==> src/rtl/mul_acc_seq.sv <==
// Sequential multiply-accumulate: radix-2 shift-add multiplier feeding a
// persistent accumulator. Each transaction takes WIDTH+3 cycles with no
// backpressure. Valid/ready handshakes are used on both the input and the
// output side.
module mul_acc_seq #(
    parameter int WIDTH     = 8,
    parameter int ACC_WIDTH = 2*WIDTH+8
) (
    input  logic                 clk,
    input  logic                 reset,
    input  logic                 in_valid,
    output logic                 in_ready,
    input  logic [WIDTH-1:0]     in_a,
    input  logic [WIDTH-1:0]     in_b,
    input  logic                 in_signed,
    input  logic                 in_acc,
    input  logic                 acc_clear,
    output logic                 out_valid,
    input  logic                 out_ready,
    output logic [ACC_WIDTH-1:0] out_result,
    output logic                 out_ovf
);
    localparam int PW = 2*WIDTH;
    localparam int CW = (WIDTH > 2) ? $clog2(WIDTH) : 1;

    typedef enum logic [1:0] {IDLE, MUL, ACC, DONE} state_t;

    state_t                 state_q, state_d;
    logic [PW-1:0]          mcand_q, mcand_d;
    logic [WIDTH-1:0]       mplier_q, mplier_d;
    logic [PW-1:0]          partial_q, partial_d;
    logic [CW-1:0]          cnt_q, cnt_d;
    logic                   sgn_q, sgn_d;
    logic                   accm_q, accm_d;
    logic                   neg_q, neg_d;
    logic [ACC_WIDTH-1:0]   acc_q, acc_d;
    logic                   ovf_q, ovf_d;

    logic [WIDTH-1:0]       mag_a, mag_b;
    logic [PW-1:0]          prod;
    logic [ACC_WIDTH-1:0]   prod_ext;
    logic [ACC_WIDTH:0]     sum;
    logic                   add_ovf;

    // Operand magnitudes; -2^(WIDTH-1) maps to 2^(WIDTH-1), which still fits unsigned.
    always_comb begin
        mag_a = (in_signed && in_a[WIDTH-1]) ? -in_a : in_a;
        mag_b = (in_signed && in_b[WIDTH-1]) ? -in_b : in_b;
    end

    // Signed product from magnitude and sign, extended to the accumulator width, plus the add and its overflow.
    always_comb begin
        prod                = neg_q ? -partial_q : partial_q;
        prod_ext            = {ACC_WIDTH{sgn_q & prod[PW-1]}};
        prod_ext[PW-1:0]    = prod;
        sum                 = {1'b0, acc_q} + {1'b0, prod_ext};
        if (sgn_q)
            add_ovf = (acc_q[ACC_WIDTH-1] == prod_ext[ACC_WIDTH-1]) &&
                      (sum[ACC_WIDTH-1] != acc_q[ACC_WIDTH-1]);
        else
            add_ovf = sum[ACC_WIDTH];
    end

    // FSM next-state and datapath next-state.
    always_comb begin
        state_d   = state_q;
        mcand_d   = mcand_q;
        mplier_d  = mplier_q;
        partial_d = partial_q;
        cnt_d     = cnt_q;
        sgn_d     = sgn_q;
        accm_d    = accm_q;
        neg_d     = neg_q;
        acc_d     = acc_q;
        ovf_d     = ovf_q;
        unique case (state_q)
            IDLE: begin
                // Clear happens first so that a same-cycle accept accumulates onto zero.
                if (acc_clear) begin
                    acc_d = '0;
                    ovf_d = 1'b0;
                end
                if (in_valid) begin
                    sgn_d     = in_signed;
                    accm_d    = in_acc;
                    mcand_d   = PW'(mag_a);
                    mplier_d  = mag_b;
                    neg_d     = in_signed & (in_a[WIDTH-1] ^ in_b[WIDTH-1]);
                    partial_d = '0;
                    cnt_d     = '0;
                    state_d   = MUL;
                end
            end
            MUL: begin
                if (mplier_q[0])
                    partial_d = partial_q + mcand_q;
                mcand_d  = mcand_q << 1;
                mplier_d = mplier_q >> 1;
                cnt_d    = cnt_q + 1'b1;
                if (cnt_q == CW'(WIDTH-1))
                    state_d = ACC;
            end
            ACC: begin
                // A product always fits in ACC_WIDTH, so replace mode never overflows.
                acc_d   = accm_q ? sum[ACC_WIDTH-1:0] : prod_ext;
                ovf_d   = accm_q & add_ovf;
                state_d = DONE;
            end
            DONE: begin
                if (out_ready)
                    state_d = IDLE;
            end
            default: state_d = IDLE;
        endcase
    end

    // State register; reset discards any in-flight transaction.
    always_ff @(posedge clk) begin
        if (reset) begin
            state_q   <= IDLE;
            mcand_q   <= '0;
            mplier_q  <= '0;
            partial_q <= '0;
            cnt_q     <= '0;
            sgn_q     <= 1'b0;
            accm_q    <= 1'b0;
            neg_q     <= 1'b0;
            acc_q     <= '0;
            ovf_q     <= 1'b0;
        end else begin
            state_q   <= state_d;
            mcand_q   <= mcand_d;
            mplier_q  <= mplier_d;
            partial_q <= partial_d;
            cnt_q     <= cnt_d;
            sgn_q     <= sgn_d;
            accm_q    <= accm_d;
            neg_q     <= neg_d;
            acc_q     <= acc_d;
            ovf_q     <= ovf_d;
        end
    end

    // Outputs are state decodes or registers; in_ready is also held low during reset.
    always_comb begin
        in_ready   = (state_q == IDLE) && !reset;
        out_valid  = (state_q == DONE);
        out_result = acc_q;
        out_ovf    = ovf_q;
    end
endmodule

==> config.mk <==
export PLATFORM = sky130hd
export DESIGN_NAME = mul_acc_seq
export DESIGN_NICKNAME = d
export VERILOG_FILES = /design/src/rtl/mul_acc_seq.sv
export SDC_FILE = /design/constraint.sdc
export NUM_CORES = 1
export LEC_CHECK = 0
export CORE_MARGIN = 2
export CORE_UTILIZATION = 35
export DETAILED_ROUTE_END_ITERATION = 10
export SYNTH_ARGS = -nofsm -noshare
export SYNTH_HDL_FRONTEND = slang
export SYNTH_SLANG_ARGS = --single-unit
==> constraint.sdc <==
create_clock -name clk -period 4.7 [get_ports clk]
set_input_delay 1.41 -clock clk [delete_from_list [all_inputs] [get_ports clk]]
set_output_delay 1.41 -clock clk [all_outputs]
set_load 0.05 [all_outputs]
After elaboration in Yosys (flattened, before gate mapping) --
Cells that the tools add are included.
Cells by class: bitwise operators 4, $add $sub $neg 6, muxes and demuxes 22, reduce and logical (&&, ||, !) cells 13, equality and inequality tests 11
Operators with widths (count):
- 16-bit two-way mux | 4
- 16-bit one-hot mux with 2 select lines | 2
- 24-bit two-way mux | 2
- 24-bit one-hot mux with 2 select lines | 1
- 24-bit by 24-bit adder with 25-bit output | 1
- 8-bit two-way mux | 3
- 16-bit adder | 1
- 16-bit negation | 1
- 8-bit negation | 2
- 8-bit one-hot mux with 2 select lines | 1
- 2-bit != test (second input constant) | 4
- 2-bit one-hot mux with 4 select lines | 1
- 2-bit two-way mux | 3
- 3-bit one-hot mux with 2 select lines | 1
- 2-bit AND reduction | 3
- 3-bit AND reduction | 2
- 2-bit == test (second input constant) | 2
- 1-bit logical AND | 4
- 2-bit nonzero test | 2
- 3-bit by 1-bit adder with 3-bit output (second input constant) | 1
- 1-bit AND | 3
- 3-bit == test (second input constant) | 1
- 3-bit two-way mux | 1
- 2-bit by 1-bit == test with 1-bit output (second input constant) | 1
- other kinds (8) | 9
Storage, ports and cells: flip-flop bits (word level) 73, output and inout bits 27

Longest topological paths before layout --
depth in word-level cells 9, gate-level depth with buffers 16, mapped depth without buffers 14

Worst setup path before layout --
No wires, ideal clock.
path type register -> register, start point reg partial_q[2], end point reg ovf_q, in the netlist out_ovf, clock period less this slack 4.084 ns, arrival 3.994 ns, library setup time 0.091 ns, setup slack 0.616 ns, cell stages (with the launch flop) 16, cells stage by stage dfxtp_1 > or4_1 > buf_2 > or3_4 > o41ai_1 > xnor2_1 > ha_1 > and4_1 > and3_1 > o211ai_1 > a31o_2 > clkbuf_1 > or3_1 > and3_1 > a2bb2oi_1 > a311oi_1
Between the ends: cells in the longest elaborated chain, start to end 9, elaborated cells on any way between the ends 10, classes of those cells add/sub (2); eq/ne (2); mux (3); bitwise (2); reduce/logical (1)
Ends and longest elaborated chain:
- from (decl) | line 31 | logic [PW-1:0] partial_q, partial_d;
- from (signal assigned) | line 134 | partial_q <= partial_d;
- 16-bit negation | line 53 | prod = neg_q ? -partial_q : partial_q;
- 16-bit two-way mux (*) | line 53
- 1-bit AND | line 54 | prod_ext = {ACC_WIDTH{sgn_q & prod[PW-1]}};
- 24-bit by 24-bit adder with 25-bit output | line 56 | sum = {1'b0, acc_q} + {1'b0, prod_ext};
- 1-bit != test | line 59 | (sum[ACC_WIDTH-1] != acc_q[ACC_WIDTH-1]);
- 1-bit logical AND | line 58 | add_ovf = (acc_q[ACC_WIDTH-1] == prod_ext[ACC_WIDTH-1]) &&
- 1-bit two-way mux (*) | line 57 | if (sgn_q)
- 1-bit AND (*) | line 106 | ovf_d = accm_q & add_ovf;
- 1-bit one-hot mux with 2 select lines (*) | line 76 | unique case (state_q)
- to (signal assigned) | line 140 | ovf_q <= ovf_d;
- to (decl) | line 37 | logic ovf_q, ovf_d;
Mark *: on every way between the ends. The rest lies on a longest branch, timed or not. A chain may end at the register's enable or synchronous reset.

Final worst setup path --
Ends and elaborated chain as after synthesis.

==> impl_metrics.yaml <==
run_status:
  status: "finished, final reports clean"
hold_path:
  worstHoldPathType: "reg -> reg"
  min_from: "mplier_q[4]"
  holdPathStages: 2
  hold_end: "mplier_q[4]"
sta:
  setup-tns-final_ps: 0
  period_minus_slack_ps: 4323
  relSlewSlack_pct: 16.55
  slew_viol_final: 0
  hold_viol_final: 0
  setup_violations: 0
  skew_ps: 11.87
  max_freq_mhz: 231.3
  worst_pin_slew_ps: 1243
  min_period_over_period_pct: 91.98
  rsz0062_at_grt: "no"
worst_setup_path:
  rr_endpoint: "out_ovf"
  r2r_start: "partial_q[2]"
  r2r_setup_slack_ps: 380
  worstPathCellList: "or4_1 > or3_4 > o41ai_1 > xnor2_1 > ha_1 > and4_1 > and3_1 > nor2_1 > nand4b_1 > nand4_1 > a41oi_1 > or3_1 > a311oi_1"
  critPathKind: "reg -> reg"
  endpoint_kind: "flop"
  crit_path_top_delay_cell: "or4_1"
  path_max_fanout: 7
  cp-start-kind: "flop"
  worstPathRequired_ps: 4950
  arrival_ps: 4580
  cpPeakStageDelay_ps: 640
  reg2regPathDepth: 13
cells_and_area:
  regArea_um2: 1461
  layout_commonest_cell: "nor2_1"
  diodes: 0
  drive_gt1_share_pct: 5.960
  fill_cells: 1544
  nNetsFinal: 816
  syn_to_final_growth_pct: 18.61
  final_cell_mix: "nor2_1 (75), dfxtp_1 (73), nand2_1 (69)"
  multi_input_area_um2: 3804
logic_synthesis:
  synth_cells: 716
  ys_top_cells_by_area: "dfxtp_1 (27%), ha_1 (9.3%), xnor2_1 (5.7%)"
  ys_seq_area_share_pct: 26.53
  syn-cell-area_um2: 5508
  synth_top_area_share_pct: 26.53
  netlist-cell-type-count: 65
  synth-seq-cells: 73
  async_flop_share_pct: 0
  synth_enable_flop_cells: 0
  synth_area_per_cell_um2: 7.692
  yosys_warnings: 0
  synth_ff_type: "dfxtp_1"
  synth_fp_nets: 782
  yosysTopAreaCell: "dfxtp_1"
pwr:
  irDropWorstVdd_uv: 196.9
  p_leak_nw: 2.660
  power_mw: 2.285
  power_density_nw_per_um2: 349.8
floorplan:
  num_rows: 45
  die_x_um: 129.4
  start_util_pct: 35.96
  core_area_um2: 15310
  io_pins: 50
  die_h_um: 129.4
  die-area_um2: 16760
place:
  place_congestion: 0.8936
  numPortBuffers: 49
  dp_hpwl_mm: 11.29
cts:
  h-tree-depth: 3
  root_buffer: "clkbuf_16"
  holdBufCountCts: 0
  cts_tree: "built"
  clk_pin_slew_worst_paths_ps: 60
  clk_latency_ps: 350
  ctsLongestPathBuffers: 2
  clock-sinks: 73
  cts_buffers: 9
  cts_resized: 0
  cts_setup_buffers: 0
drt:
  wl_per_cell_um: 15.99
  drtIter0Drc: 390
  vias_per_cell: 5.636
  final_antenna_net_count: 0
  drc: 0
  dr.pass1.iters: 5
  wl_mm: 15.45
  vias: 5444
grt:
  grt_remaining_overflow: 0
  grt_start_max_net_pins: 76
  grt_pass1_vias: 5263
  grt_antenna_before_repair: 0
  grt.total_usage_pct: 19.43
  grt_pass1_wl_mm: 25.93
job:
  max_cap_viol_count: 0
-- how the worst max path moves through the flow --
| stage | start | endpoint | cells past startpoint |
|---|---|---|---|
| floorplan | partial_q[2] | out_ovf | 15 |
| global placement | partial_q[2] | out_ovf | 13 |
| detailed placement | partial_q[2] | out_ovf | 13 |
| CTS | partial_q[2] | out_ovf | 13 |
| global route | partial_q[2] | out_ovf | 13 |
| finish | partial_q[2] | out_ovf | 13 |
-- synthesized netlist by cell type, types with 6 or more instances --
| master | count |
|---|---|
| a21o_1 | 17 |
| nand3_1 | 19 |
| ha_1 | 41 |
| nand4_1 | 7 |
| or4_1 | 9 |
| nand2_1 | 69 |
| or2_2 | 7 |
| mux2i_1 | 7 |
| a211oi_1 | 11 |
| or3_1 | 6 |
| a31oi_1 | 12 |
| xnor2_1 | 36 |
| o211ai_1 | 6 |
| o21ai_0 | 37 |
| and3_1 | 14 |
| nor3_1 | 21 |
| a211o_1 | 6 |
| a21oi_1 | 58 |
| dfxtp_1 | 73 |
| inv_1 | 24 |
| xor2_1 | 11 |
| nor2_1 | 75 |
| clkbuf_1 | 31 |
| a22oi_1 | 30 |
-- stage by stage --
stage	utilization (%)	hold WS, ps	cells	cell area (um2)	setup WS, ps
floorplan	-	431.5	716	5508	615.5
global placement	40.44	439.2	950	6193	448.7
detailed placement	40.44	448.4	950	6193	439.5
CTS	42.66	457.6	966	6533	417.4
global route	42.66	491.5	966	6533	92.99
finish	42.66	456.1	966	6533	376.9
-- area by class of cell --
cell class	instances	share of cell area [%]
Clock inverter	5	1.322
Sequential cell	73	22.37
Multi-Input combinational cell	581	58.23
Clock buffer	11	3.869
Timing Repair Buffer	60	8.696
Inverter	25	1.475
Tap cell	211	4.041
-- routing by layer --
metal	routed length, um	track usage, %
met1	7407	25.84
met2	7175	31.58
met3	549	2.890
met4	314	8.033
met5	0	0
-- sequential cells by signal, summed over array words and instances (netlist names) --
signal      flops
out_ovf         1
partial_q      16
out_result     24
neg_q           1
cnt_q           3
mplier_q        8
state_q         2
mcand_q        16
sgn_q           1
accm_q          1
-- cell families (layout without fill, tap and decap cells) --
kind of cell / Yosys count / count (layout) / share of synthesized area, %
simple gates: 253 / 253 / 22.06
compound gates: 231 / 231 / 28.15
flops: 73 / 73 / 26.53
buf+inv: 62 / 101 / 4.475
xor+xnor: 47 / 47 / 7.474
fa+ha+maj: 43 / 43 / 10.04
mux: 7 / 7 / 1.272
-- where the power goes --
group          switching (mW)  internal [mW]
combinational           0.512          0.240
clock                   0.292          0.498
sequential             0.0591          0.684
-- worst max-delay path, delay by kind of cell, from the launching register on --
kind	cells	cell delay, ps
adder cells (fa/ha/maj)	1	320
AO/OA/AOI/OAI	3	670
XOR/XNOR	1	210
flip-flops	1	370
AND/OR/NAND/NOR	8	2650
Note: power is estimated with default switching activity, not from simulation.
